## src/rtl/riscv_immenc.sv

```systemverilog
// RISC-V immediate encoder: scatters a flat immediate into a base instruction's format bits.
// Two-stage valid/ready pipeline; optional range checking via `IMMENC_RANGE_CHECK_EN`.
module riscv_immenc #(
    parameter int XLEN = 32
) (
    input  logic            i_clk,
    input  logic            i_rst,
    input  logic            i_valid,
    output logic            o_ready,
    input  logic [XLEN-1:0] i_imm,
    input  logic [2:0]      i_imm_src,
    input  logic [XLEN-1:0] i_base_instr,
    output logic            o_valid,
    input  logic            i_ready,
    output logic [XLEN-1:0] o_instr,
    output logic            o_err,
    output logic [7:0]      o_err_cnt
);
    localparam logic [2:0] SRC_IMM_I = 3'd0;
    localparam logic [2:0] SRC_IMM_S = 3'd1;
    localparam logic [2:0] SRC_IMM_B = 3'd2;
    localparam logic [2:0] SRC_IMM_U = 3'd3;
    localparam logic [2:0] SRC_IMM_J = 3'd4;

    logic            r_a_valid;
    logic [XLEN-1:0] r_a_imm;
    logic [2:0]      r_a_src;
    logic [XLEN-1:0] r_a_base;
    logic            r_b_valid;
    logic [XLEN-1:0] r_b_instr;
    logic            r_b_err;
    logic [7:0]      r_err_cnt;

    logic            w_b_load;
    logic            w_a_load;
    logic            w_out_xfer;
    logic [XLEN-1:0] w_enc;
    logic            w_err;
    logic            w_range_ok;

    assign w_out_xfer = r_b_valid && i_ready;
    assign w_b_load   = !r_b_valid || w_out_xfer;
    assign w_a_load   = !r_a_valid || w_b_load;
    assign o_ready    = w_a_load;
    assign o_valid    = r_b_valid;
    assign o_instr    = r_b_instr;
    assign o_err      = r_b_err;
    assign o_err_cnt  = r_err_cnt;

`ifdef IMMENC_RANGE_CHECK_EN
    // True when v is the sign extension of its low n bits.
    function automatic logic sext_ok(input logic [XLEN-1:0] v, input int unsigned n);
        logic [XLEN-1:0] t;
        t = XLEN'($signed(v) >>> (n - 1));
        return (t == '0) || (t == '1);
    endfunction

    always_comb begin
        w_range_ok = 1'b1;
        case (r_a_src)
            SRC_IMM_I, SRC_IMM_S: w_range_ok = sext_ok(r_a_imm, 12);
            SRC_IMM_B:            w_range_ok = sext_ok(r_a_imm, 13) && !r_a_imm[0];
            SRC_IMM_U:            w_range_ok = (r_a_imm[11:0] == 12'd0);
            SRC_IMM_J:            w_range_ok = sext_ok(r_a_imm, 21) && !r_a_imm[0];
            default:              w_range_ok = 1'b1;
        endcase
    end
`else
    assign w_range_ok = 1'b1;
`endif

    // Every immediate position of the format is overwritten, so the old field bits are cleared.
    always_comb begin
        w_enc = r_a_base;
        w_err = !w_range_ok;
        case (r_a_src)
            SRC_IMM_I: w_enc[31:20] = r_a_imm[11:0];
            SRC_IMM_S: begin
                w_enc[31:25] = r_a_imm[11:5];
                w_enc[11:7]  = r_a_imm[4:0];
            end
            SRC_IMM_B: begin
                w_enc[31]    = r_a_imm[12];
                w_enc[30:25] = r_a_imm[10:5];
                w_enc[11:8]  = r_a_imm[4:1];
                w_enc[7]     = r_a_imm[11];
            end
            SRC_IMM_U: w_enc[31:12] = r_a_imm[31:12];
            SRC_IMM_J: begin
                w_enc[31]    = r_a_imm[20];
                w_enc[30:21] = r_a_imm[10:1];
                w_enc[20]    = r_a_imm[11];
                w_enc[19:12] = r_a_imm[19:12];
            end
            default:   w_err = 1'b1;
        endcase
    end

    always_ff @(posedge i_clk) begin
        if (i_rst) begin
            r_a_valid <= 1'b0;
            r_a_imm   <= '0;
            r_a_src   <= '0;
            r_a_base  <= '0;
            r_b_valid <= 1'b0;
            r_b_instr <= '0;
            r_b_err   <= 1'b0;
            r_err_cnt <= '0;
        end else begin
            if (w_a_load) begin
                r_a_valid <= i_valid;
                if (i_valid) begin
                    r_a_imm  <= i_imm;
                    r_a_src  <= i_imm_src;
                    r_a_base <= i_base_instr;
                end
            end
            if (w_b_load) begin
                r_b_valid <= r_a_valid;
                if (r_a_valid) begin
                    r_b_instr <= w_enc;
                    r_b_err   <= w_err;
                end
            end
            if (w_out_xfer && r_b_err && (r_err_cnt != 8'hFF))
                r_err_cnt <= r_err_cnt + 8'd1;
        end
    end
endmodule

```

## config.mk

```make
export PLATFORM = sky130hd
export DESIGN_NAME = riscv_immenc
export DESIGN_NICKNAME = d
export VERILOG_FILES = /design/src/rtl/riscv_immenc.sv
export SDC_FILE = /design/constraint.sdc
export NUM_CORES = 1
export LEC_CHECK = 0
export BUFFER_PORTS_ARGS = -buffer_cell sky130_fd_sc_hd__buf_4
export CAP_MARGIN = 20
export CORE_AREA = 2 2 104 106
export CTS_CLUSTER_DIAMETER = 100
export DETAILED_ROUTE_END_ITERATION = 7
export DIE_AREA = 0 0 106 108
export MAX_ROUTING_LAYER = met4
export PLACE_DENSITY_LB_ADDON = 0.12
export SYNTH_ARGS = -nofsm -noshare
export SYNTH_HDL_FRONTEND = slang
export SYNTH_SLANG_ARGS = --single-unit
```

## constraint.sdc

```tcl
create_clock -name i_clk -period 1.8 [get_ports i_clk]
set_clock_uncertainty 0.15 [all_clocks]
set_input_delay 0.18 -clock i_clk [delete_from_list [all_inputs] [get_ports i_clk]]
set_output_delay 0.18 -clock i_clk [all_outputs]
set_load 0.03 [all_outputs]
```

==> run_results.csv <==
group,metric,value,unit
outcome,status,"complete, no violations",
pwr,fin_total_pwr,4.94,mW
routing,num_vias,5159,
cts,cts_tree,"built",
setup_path,slowest_delay,360,ps
global_route,antenna_found_initial,0,
placed_design,post-place-cells,802,
finish,layout_common_cells,"132 x buf_4, 108 x dfxtp_1, 99 x a21oi_1, 92 x o21ai_0, 89 x nand3_1",
floorplan,die_w,106,um
timing,period_share,0.961,
cts,clock_sinks,110,
timing,finalCriticalPeriod,1730,ps
setup_path,crit_type,"reg2out",
cts,cts_buffer_depth,2,
floorplan,die-area,11400,um2
floorplan,row_count,37,
global_route,grt_max_degree,62,
finish,regArea,2200,um2
finish,fin_nets,814,
global_route,grt_first_pass_wirelength,24000,um
timing,setup_viol,0,
timing,slew_violations,0,
timing,holdWs,20.7,ps
routing,vias_per_cell,5.84,
pwr,peakVddDrop,433,uV
logic_synthesis,ys_seq_elements,110,
timing,hold_viol,0,
routing,wl,15100,um
global_route,grt_pass1_vias,4766,
finish,syn2layout_area_growth,36.5,%
setup_path,arrival,1400,ps
placed_design,gp_congestion,0.857,
cts,root_buffer,"clkbuf_8",
global_route,track_usage,0.270,
logic_synthesis,synth_cell_types,51,
finish,final_common_cell,"buf_4",
cts,cts_made_buffers,9,
timing,tightest_slew,438,ps
setup_path,cp.required,1470,ps
logic_synthesis,ys_seq_area_frac,0.445,
placed_design,place_ws,102,ps
pwr,total_leakage_power,2.64,nW
min_path,holdCritPathClass,"in2reg",
timing,relSlewSlack,0.707,
cts,clkTransAtPathRegs,100,ps
finish,fin_cells,883,
global_route,grt_overflow,0,
timing,clock.fmax,0.578,GHz
finish,multi_input_area,2430,um2
routing,routedWlPerCell,17.1,um
setup_path,critPathMaxFanout,26,
pwr,powerDensity,730,nW/um2
logic_synthesis,synth_flop_cell,"dfxtp_1",
finish,drive_gt1_frac,0.228,
placed_design,numPortBuffers,113,
floorplan,core,10200,um2
placed_design,dp_hpwl,9720,um
routing,drtIter0Drc,317,
setup_path,crit_slowest_cell,"dfxtp_2",
timing,worst_slack,70.6,ps
logic_synthesis,yosysWarnings,0,
logic_synthesis,synth_edf_count,0,
floorplan,io_pins,114,
finish,n_antenna_cell,0,
setup_path,critPathLaunchType,"register",
logic_synthesis,syn_avg_cell_area,8.34,um2
routing,remaining_drc_errors,0,
logic_synthesis,syn_inst,594,
floorplan,die_h,108,um
cts,insertion_delay,380,ps
setup_path,cp_cell_sequence,"and3b_2, inv_2, buf_12, buf_6",
logic_synthesis,synth_area,4950,um2
timing,tns,0,ps
finish,fillers,854,
job,maxCapViolCount,0,
logic_synthesis,synthArstFlopShare,0,
floorplan,start_util,0.484,
logic_synthesis,syn_nets,666,
timing,rsz0062_at_grt,"no",
setup_path,endpoint_kind,"output pin",
routing,first_pass_iters,5,
routing,ant_nets,0,
cts,cts_max_level,3,
==> layout make-up <==
class                   count  area share
multi-input cells         413       0.359
well taps                 136      0.0252
inverters                   5     0.00278
clock inverters             5     0.00629
clock buffers              11      0.0209
repair buffers            203       0.259
flip-flops and latches    110       0.326
==> where the power goes <==
group | internal, mW | switching (mW)
sequential | 2.56 | 0.0850
clock | 0.555 | 0.859
combinational | 0.421 | 0.453
total | 3.54 | 1.40
==> stage by stage <==
stage          instance area, um2  utilization
2_1_floorplan                4950            -
3_3_place_gp                 5890        0.576
3_5_place_dp                 5890        0.576
4_1_cts                      6740        0.659
5_1_grt                      6760        0.661
6_report                     6760        0.661
==> path summary, 6_finish.rpt <==
kind / start / endpoint / slack, ps / cells after the start
worst max-delay path: o_valid / o_ready / 70 / 4
worst min-delay path: i_base_instr[29] / r_a_base[29] / 20 / 3
worst max register to register: o_err_cnt[1] / o_err_cnt[0] / 140 / 4
worst min register to register: r_a_imm[28] / r_a_imm[28] / 330 / 2
==> repair_timing <==
action / in CTS / in global routing
buffers inserted: 0 / 0
gates cloned: 0 / 0
gates resized for setup: 3 / 6
setup endpoints to repair: 1 / 5
hold buffers: 65 / 0
hold endpoints to repair: 65 / 0
==> cell families after synthesis <==
family,after synthesis,share of synthesized area
AO/OA/AOI/OAI,253,0.292
AND/OR/NAND/NOR,152,0.177
flip-flops,110,0.445
buffers and inverters,71,0.0675
multiplexers,5,0.0109
XOR/XNOR,2,0.00505
adder cells (fa/ha/maj),1,0.00253
==> synthesized netlist by cell type (3+ instances only) <==
library cell / n / share of area
a21oi_1: 100 / 0.10
a311oi_1: 15 / 0.027
nor2b_1: 8 / 0.010
inv_1: 4 / 0.0030
and3b_1: 6 / 0.011
nor2_1: 6 / 0.0045
a21boi_0: 6 / 0.0091
o32ai_1: 4 / 0.0071
buf_4: 6 / 0.0091
buf_2: 18 / 0.018
o21ai_0: 92 / 0.093
a2111oi_0: 6 / 0.011
nor3b_1: 7 / 0.011
mux2_2: 3 / 0.0068
a211oi_1: 18 / 0.027
buf_6: 3 / 0.0068
nand3_1: 89 / 0.090
nand2b_1: 7 / 0.0088
a31oi_1: 3 / 0.0038
clkbuf_1: 37 / 0.028
dfxtp_1: 110 / 0.44
and3_1: 8 / 0.010
o21ai_1: 4 / 0.0040
==> critical path, delay by kind of cell, from the launching register on <==
family	cells	cell delay, ps
buf+inv	3	430
flops	1	360
simple gates	1	230
==> metal layers <==
layer	vias up	GRT usage	share of wire
li1	2483	-	-
met1	2461	0.377	0.47
met2	201	0.419	0.46
met3	14	0.0350	0.059
met4	0	0.0686	0.012
met5	-	-	0
==> flip-flops by register name, summed over array words and instances (netlist names) <==
name / flops
r_a_imm: 32
o_err: 1
r_a_base: 32
o_instr: 32
o_valid: 1
o_err_cnt: 8
r_a_valid: 1
r_a_src: 3
Power figures use the tool's default switching activity.
